[src/rtl/freq_pkg.sv]
// Shared types and defaults for the frequency stream loader.
// Holds the loader state encoding and the per-channel slice width used for packing.
package freq_pkg;

  localparam int CH_SLICE_W = 15;
  localparam int NUM_CH_DEF = 2;

  typedef enum logic [1:0] {
    ST_IDLE = 2'd0,
    ST_RD   = 2'd1,
    ST_WR   = 2'd2,
    ST_DONE = 2'd3
  } state_e;

  function automatic logic is_busy_state(input state_e st);
    return (st == ST_RD) || (st == ST_WR);
  endfunction

endpackage

[src/rtl/freq_addr_gen.sv]
// Next ROM address with wrap from DEPTH-1 back to 0 (DEPTH need not be a power of two).
module freq_addr_gen #(
  parameter int DEPTH  = 4096,
  parameter int ADDR_W = $clog2(DEPTH)
) (
  input  logic [ADDR_W-1:0] cur_addr,
  output logic [ADDR_W-1:0] next_addr
);

  localparam logic [ADDR_W-1:0] LAST_ADDR = ADDR_W'(DEPTH - 1);

  // increment with explicit wrap at the last ROM entry
  always_comb begin
    next_addr = '0;
    if (cur_addr == LAST_ADDR) begin
      next_addr = '0;
    end else begin
      next_addr = cur_addr + ADDR_W'(1);
    end
  end

endmodule

[src/rtl/freq_stream_loader.sv]
// Streams a window of multi-channel frequency words from ROM into NUM_CH FIFOs.
// Optional FREQ_LOADER_ZERO_TERM_EN: an all-zero ROM word ends the load without being written.
module freq_stream_loader
  import freq_pkg::*;
#(
  parameter int FREQ_W = CH_SLICE_W,
  parameter int NUM_CH = NUM_CH_DEF,
  parameter int DEPTH  = 4096,
  parameter int ADDR_W = $clog2(DEPTH)
) (
  input  logic                     clk,
  input  logic                     rst,
  input  logic                     start,
  input  logic                     abort,
  input  logic [ADDR_W-1:0]        base_addr,
  input  logic [ADDR_W:0]          length,
  output logic [ADDR_W-1:0]        rom_addr,
  input  logic [NUM_CH*FREQ_W-1:0] rom_data,
  input  logic [NUM_CH-1:0]        fifo_full,
  output logic                     wr_en,
  output logic [NUM_CH*FREQ_W-1:0] freq_out,
  output logic                     busy,
  output logic                     done,
  output logic [ADDR_W:0]          loaded
);

  localparam int DATA_W = NUM_CH * FREQ_W;
  localparam logic [ADDR_W:0] ONE_L = {{ADDR_W{1'b0}}, 1'b1};

  state_e              state_r;
  state_e              state_nx_s;
  logic                accept_s;
  logic                write_s;
  logic                marker_s;
  logic [ADDR_W:0]     length_r;
  logic [ADDR_W:0]     loaded_r;
  logic [ADDR_W:0]     loaded_inc_s;
  logic [ADDR_W-1:0]   rom_addr_r;
  logic [ADDR_W-1:0]   addr_nx_s;
  logic                wr_en_r;
  logic [DATA_W-1:0]   freq_out_r;
  logic                busy_r;
  logic                done_r;

  freq_addr_gen #(
    .DEPTH  (DEPTH),
    .ADDR_W (ADDR_W)
  ) u_addr_gen (
    .cur_addr  (rom_addr_r),
    .next_addr (addr_nx_s)
  );

  assign loaded_inc_s = loaded_r + ONE_L;

`ifdef FREQ_LOADER_ZERO_TERM_EN
  assign marker_s = (rom_data == {DATA_W{1'b0}});
`else
  assign marker_s = 1'b0;
`endif

  // next-state and per-cycle control decode; abort outranks marker, full and write
  always_comb begin
    state_nx_s = state_r;
    accept_s   = 1'b0;
    write_s    = 1'b0;
    case (state_r)
      ST_IDLE: begin
        if (start) begin
          accept_s = 1'b1;
          if (length == {(ADDR_W+1){1'b0}}) begin
            state_nx_s = ST_DONE;
          end else begin
            state_nx_s = ST_RD;
          end
        end else begin
          state_nx_s = ST_IDLE;
        end
      end
      ST_RD: begin
        if (abort) begin
          state_nx_s = ST_DONE;
        end else begin
          state_nx_s = ST_WR;
        end
      end
      ST_WR: begin
        if (abort) begin
          state_nx_s = ST_DONE;
        end else if (marker_s) begin
          state_nx_s = ST_DONE;
        end else if (|fifo_full) begin
          state_nx_s = ST_WR;
        end else begin
          write_s = 1'b1;
          if (loaded_inc_s == length_r) begin
            state_nx_s = ST_DONE;
          end else begin
            state_nx_s = ST_RD;
          end
        end
      end
      ST_DONE: begin
        state_nx_s = ST_IDLE;
      end
      default: begin
        state_nx_s = ST_IDLE;
      end
    endcase
  end

  // FSM state register
  always_ff @(posedge clk or negedge rst) begin
    if (!rst) begin
      state_r <= ST_IDLE;
    end else begin
      state_r <= state_nx_s;
    end
  end

  // datapath: the address register already points at the next word once a write lands,
  // so the following RD cycle presents it to the ROM without extra logic
  always_ff @(posedge clk or negedge rst) begin
    if (!rst) begin
      length_r   <= {(ADDR_W+1){1'b0}};
      loaded_r   <= {(ADDR_W+1){1'b0}};
      rom_addr_r <= {ADDR_W{1'b0}};
      wr_en_r    <= 1'b0;
      freq_out_r <= {DATA_W{1'b0}};
      busy_r     <= 1'b0;
      done_r     <= 1'b0;
    end else begin
      wr_en_r <= write_s;
      busy_r  <= is_busy_state(state_nx_s);
      done_r  <= (state_r == ST_DONE);
      if (accept_s) begin
        length_r   <= length;
        loaded_r   <= {(ADDR_W+1){1'b0}};
        rom_addr_r <= base_addr;
      end else if (write_s) begin
        loaded_r   <= loaded_inc_s;
        rom_addr_r <= addr_nx_s;
      end else begin
        loaded_r   <= loaded_r;
        rom_addr_r <= rom_addr_r;
      end
      if (write_s) begin
        freq_out_r <= rom_data;
      end else begin
        freq_out_r <= freq_out_r;
      end
    end
  end

  assign rom_addr = rom_addr_r;
  assign wr_en    = wr_en_r;
  assign freq_out = freq_out_r;
  assign busy     = busy_r;
  assign done     = done_r;
  assign loaded   = loaded_r;

endmodule

[config.mk]
export PLATFORM = sky130hd
export DESIGN_NAME = freq_stream_loader
export DESIGN_NICKNAME = d
export VERILOG_FILES = /design/src/rtl/freq_pkg.sv /design/src/rtl/freq_addr_gen.sv /design/src/rtl/freq_stream_loader.sv
export SDC_FILE = /design/constraint.sdc
export NUM_CORES = 1
export LEC_CHECK = 0
export BUFFER_PORTS_ARGS = -buffer_cell sky130_fd_sc_hd__buf_2
export CAP_MARGIN = 20
export CORE_MARGIN = 4
export CORE_UTILIZATION = 45
export CTS_BUF_LIST = sky130_fd_sc_hd__clkbuf_4 sky130_fd_sc_hd__clkbuf_8
export CTS_CLUSTER_DIAMETER = 50
export DETAILED_ROUTE_END_ITERATION = 8
export PLACE_DENSITY = 0.73
export SYNTH_ARGS = -nofsm -noshare
export SYNTH_HDL_FRONTEND = slang
export SYNTH_SLANG_ARGS = --single-unit
[constraint.sdc]
create_clock -name clk -period 2.5 [get_ports clk]
set_clock_uncertainty 0.1 [all_clocks]
set_input_delay 0 -clock clk [delete_from_list [all_inputs] [get_ports clk]]
set_output_delay 0 -clock clk [all_outputs]
set_load 0.005 [all_outputs]
======== Yosys cells after proc, flatten, opt, wreduce, memory -nomap -nowiden ========
Cells that the tools add are included.
cells by class
  muxes and demuxes ....................... 17
  add/sub/neg operators ................... 2
  reduce and logical (&&, ||, !) cells .... 5
  equal/unequal tests ..................... 7
operator list
  operator                                        number
  two-way mux 12 bit                              3
  two-way mux 13 bit                              2
  adder 13 x 1 -> 13 bit (second input constant)  1
  == test 13 bit                                  1
  logical NOT 13 bit                              1
  adder 12 x 1 -> 12 bit (second input constant)  1
  == test 12 bit (second input constant)          1
  two-way mux 2 bit                               5
  case mux 2 bit (4 select lines)                 1
  == test 2 bit (second input constant)           3
  two-way mux 1 bit                               6
  == test 2 x 1 -> 1 bit (second input constant)  2
  logical NOT 2 bit                               1
  nonzero test 2 bit                              1
  OR reduction 2 bit                              1
  logical OR 1 bit                                1
storage, ports and cells
  output and inout port bits .............. 58
  word-level logic and storage cells ...... 39
  bits in registers ....................... 73

======== Depth between registers and ports, before layout ========
  word-level depth ........................ 8
  mapped depth ............................ 8

======== Cells and area by module ========
From an unflattened synthesis, not the netlist that was laid out.
second synthesis, totals
  cell total of the unflattened synthesis .. 412
  area, all modules ....................... 3577.2 um2
modules (own cells, without submodules)
  module              instances  area each (um2)  cells an instance  seq. area each (um2)
  freq_stream_loader  1          3293.2           372                1826.8
  freq_addr_gen       1          284.0            40                 0.0

======== Worst setup path after synthesis ========
No wires, ideal clock.
  path kind ............................... register to register
  start ................................... reg loaded_r[0], in the netlist loaded[0]
  end ..................................... reg busy_r, in the netlist busy
  path buffers ............................ 0
  path slack .............................. 343 ps
  cell stages (with the launch flop) ...... 7
  arrival ................................. 1931 ps
  library setup time ...................... 126 ps
  cells stage by stage .................... dfrtp_1 > ha_1 > xor2_1 > a2111o_1 > a2111oi_2 > nand4_1 > o311a_1
on the way
  longest elaborated chain between the ends .. 8
  elaborated cells on any way between the ends .. 9
ends and longest elaborated chain
  what                                                            RTL line                   RTL
  start, declared                                                 freq_stream_loader.sv:36   logic [ADDR_W:0] loaded_r;
  start signal, assigned                                          freq_stream_loader.sv:125  loaded_r <= {(ADDR_W+1){1'b0}};
  start signal, assigned                                          freq_stream_loader.sv:137  loaded_r <= {(ADDR_W+1){1'b0}};
  start signal, assigned                                          freq_stream_loader.sv:140  loaded_r <= loaded_inc_s;
  adder 13 x 1 -> 13 bit (*)                                      freq_stream_loader.sv:53   assign loaded_inc_s = loaded_r + ONE_L;
  == test 13 bit (*)                                              freq_stream_loader.sv:95   if (loaded_inc_s == length_r) begin
  two-way mux 2 bit (*)                                           freq_stream_loader.sv:95
  two-way mux 2 bit (*)                                           freq_stream_loader.sv:91   end else if (|fifo_full) begin
  two-way mux 2 bit (*)                                           freq_stream_loader.sv:87   if (abort) begin
  case mux 2 bit (4 select lines) (*)                             freq_stream_loader.sv:66   case (state_r)
  == test 2 x 1 -> 1 bit / == test 2 bit (equally long branches)  freq_pkg.sv:16             return (st == ST_RD) || (st == ST_WR);
  logical OR 1 bit (*)                                            freq_pkg.sv:16
  end signal, assigned                                            freq_stream_loader.sv:133  busy_r <= is_busy_state(state_nx_s);
  end, declared                                                   freq_stream_loader.sv:42   logic busy_r;
Every way passes the cells marked *; elsewhere a longest branch is shown, timed or not.
A chain may end at the register's enable or synchronous reset.

======== Final worst setup path ========
Same ends and word-level chain as after synthesis.

==> results.py <==
metrics = {
    "status": {
        "outcome": "completed",
    },
    "grt": {
        "grt_max_degree": 53,
        "grt_usage_pct": 23.4,
        "grt_pass1_wl_mm": 16.7,
        "gr-total-overflow": 0,
        "antenna_found_initial": 0,
        "grt_pass1_vias": 3446,
    },
    "sta": {
        "setup_viol": 0,
        "min_period_ns": 2.28,
        "fmax_mhz": 439,
        "final-max-slew-violation-count": 0,
        "finalHoldViolations": 0,
        "postLayoutSetupSlackWorst_ns": 0.223,
        "fin_hold_ws_ns": 0.0210,
        "tightest_slew_ns": 1.02,
        "tns_ns": 0,
        "rsz0062_at_grt": "false",
        "relSlewSlack_pct": 32.0,
        "fin_crit_sh_pct": 91.1,
    },
    "layout": {
        "drive_gt1_share_pct": 25.1,
        "finish.utilization_pct": 67.4,
        "fillers": 593,
        "area_delta_synth_final_pct": 42.8,
        "fin_cells": 676,
        "diodes": 0,
        "nets": 635,
    },
    "clock_tree": {
        "clk_latency_ns": 0.35,
        "cts_root_buf": "clkbuf_8",
        "cts_tree": "yes",
        "cts_max_path_buffers": 2,
        "h-tree-depth": 3,
        "cts_buffers": 9,
        "cts_resized": 0,
        "clkTransAtPathRegs_ns": 0.08,
        "clock-sinks": 73,
    },
    "routing": {
        "drc": 0,
        "vias_per_cell": 5.19,
        "vias": 3511,
        "drt_iter0_drc": 196,
        "ant_nets": 0,
        "wirelength_mm": 10.3,
        "wl_per_cell_um": 15.2,
        "dr.pass1.iters": 5,
    },
    "critical_path": {
        "cp_max_fo": 7,
        "crit_buf_inv": 0,
        "required_ns": 2.63,
        "critPathKind": "flop to flop",
        "crit_path_end_kind": "flop",
        "critical-path-max-stage-delay_ns": 0.45,
        "crit_chain": "ha_1 -> and2_1 -> and2_0 -> xor2_1 -> o31ai_1 -> o21ai_0 -> o311a_1",
        "path_delay_family": "compound AO/OA/AOI/OAI gates",
        "cp.arrival_ns": 2.41,
        "worst_path_max_delay_cell": "dfrtp_1",
        "start_kind": "flop",
    },
    "die": {
        "fp.dieH_um": 95.9,
        "num_rows": 31,
        "dieArea_sq_mm": 0.00920,
        "die_w_um": 95.9,
        "io-pin-count": 119,
        "start_util_pct": 47.2,
        "coreArea_sq_mm": 0.00737,
    },
    "yosys": {
        "ys_async_sr_fraction_pct": 100,
        "syn_area_per_cell_sq_um": 8.70,
        "seq_area_frac_synth_pct": 52.5,
        "synth_ff_type": "dfrtp_1",
        "syn_inst": 400,
        "yosysTopAreaCellShare_pct": 52.5,
        "synth-seq-cells": 73,
        "synth.distinct_cells": 37,
        "synth_nets": 463,
        "synth_edf_count": 0,
        "yosys_warnings": 0,
        "synth_area_leaders": "dfrtp_1, nand2_1, o21ai_0",
        "yosysTopAreaCell": "dfrtp_1",
        "syn_area_sq_mm": 0.00348,
    },
    "place": {
        "dpl.hpwl_mm": 6.79,
        "gp_congestion": 0.824,
        "place_inst": 604,
        "portBuffers": 118,
        "preCtsSetupSlack_ns": 0.233,
    },
    "pwr": {
        "peakVddDrop_uv": 493,
        "p_leak_nw": 2.57,
        "power.density_mw_per_mm2": 937,
    },
    "job": {
        "drv_cap": 0,
    },
    "hold_path": {
        "min_path_type": "primary input to flop",
    },
}
cell type report:
type,instances,area [sq um],area share [%]
repair buffers,181,1220,24.5
clock buffers,9,124,2.49
multi-input cells,304,1560,31.5
well taps,99,124,2.49
flip-flops and latches,73,1830,36.8
clock inverters,7,103,2.06
inverters,3,11.3,0.227
cell families (layout without fill, tap and decap cells):
logic type | count (synthesis) | count (layout) | synth area share, %
flops | 73 | 73 | 52.5
compound gates | 68 | 68 | 12.9
xor+xnor | 18 | 18 | 4.53
simple gates | 215 | 215 | 26.5
mux | 1 | 1 | 0.288
buf+inv | 23 | 200 | 2.52
fa+ha+maj | 2 | 2 | 0.719
what timing repair did:
item / in CTS / in global routing
hold endpoints to repair: 92 / 0
hold buffers: 56 / 0
setup endpoints to repair: 0 / 0
setup buffers: 0 / 0
layout by cell type (no fill, tap or decap), types with 4 or more instances in the layout:
cell           netlist  final
nand2b_1             4      4
nand3_1             11     11
o31ai_1              4      4
and3_1               9      9
nor2_1              15     15
buf_4                0      6
o21ai_0             34     34
o311ai_0             4      4
a21oi_1              4      4
dfrtp_1             73     73
nor3b_1              5      5
dlygate4sd3_1        0     56
nand2_1            153    153
a221o_1              7      7
buf_2                1    118
a31oi_1              4      4
nand4_1              4      4
xor2_1               8      8
xnor2_1             10     10
clkbuf_8             0      9
stage by stage:
| stage | cell area [sq um] | total power [mW] |
|---|---|---|
| after detailed placement | 4180 | 3.53 |
| after CTS | 4970 | 4.66 |
| after global placement | 4180 | 3.47 |
| after global routing | 4970 | 4.98 |
| after floorplan | 3480 | 2.82 |
| final | 4970 | 4.65 |
report_power, final:
| group | internal, mW | switching [mW] | total, mW |
|---|---|---|---|
| Combinational | 0.757 | 0.802 | 1.56 |
| Clock | 0.572 | 0.480 | 1.05 |
| Sequential | 1.65 | 0.398 | 2.04 |
| Total | 2.97 | 1.68 | 4.65 |
cells in the mapped netlist (2+ instances only):
| master | count |
|---|---|
| o311ai_0 | 4 |
| o21ai_0 | 34 |
| and3_1 | 9 |
| nor4_1 | 3 |
| nand3_1 | 11 |
| o31ai_1 | 4 |
| nor3_1 | 3 |
| nor3b_1 | 5 |
| ha_1 | 2 |
| o22ai_1 | 2 |
| a21oi_1 | 4 |
| nand2_1 | 153 |
| and2_1 | 2 |
| xnor2_1 | 10 |
| buf_1 | 3 |
| inv_1 | 3 |
| a31oi_1 | 4 |
| xor2_1 | 8 |
| dfrtp_1 | 73 |
| o211ai_1 | 2 |
| clkbuf_1 | 16 |
| nand2b_1 | 4 |
| nor2_1 | 15 |
| nand4_1 | 4 |
| and3_2 | 2 |
| o41ai_1 | 3 |
| a221o_1 | 7 |
final timing paths:
check,cells after the start,startpoint,slack (ns),end
min in group asynchronous,2,rst,0.20,rom_addr[7]
max in group asynchronous,3,rst,1.40,rom_addr[4]
max reg2reg,7,loaded[0],0.22,busy
min,3,start,0.02,state_r[0]
max,7,loaded[0],0.22,busy
min reg2reg,2,freq_out[9],0.38,freq_out[9]
routing by layer:
layer / GRT usage [%] / vias to the layer above / wire [um]
met5: 0 / - / 0
li1: - / 1697 / -
met1: 30.8 / 1674 / 4320
met3: 4.22 / 21 / 574
met2: 38.0 / 119 / 5120
met4: 10.2 / 0 / 252
sequential cells by signal (all words and copies together), names as in the netlist:
name and cells:
freq_out 30, length_r 13, loaded 13, rom_addr 12, state_r 2, busy 1
done 1, wr_en 1
worst min-delay path, delay by kind of cell:
family	cells	cell delay, ns
buf+inv	2	0.23
compound gates	1	0.20
Note: power is estimated with default switching activity, not from simulation.
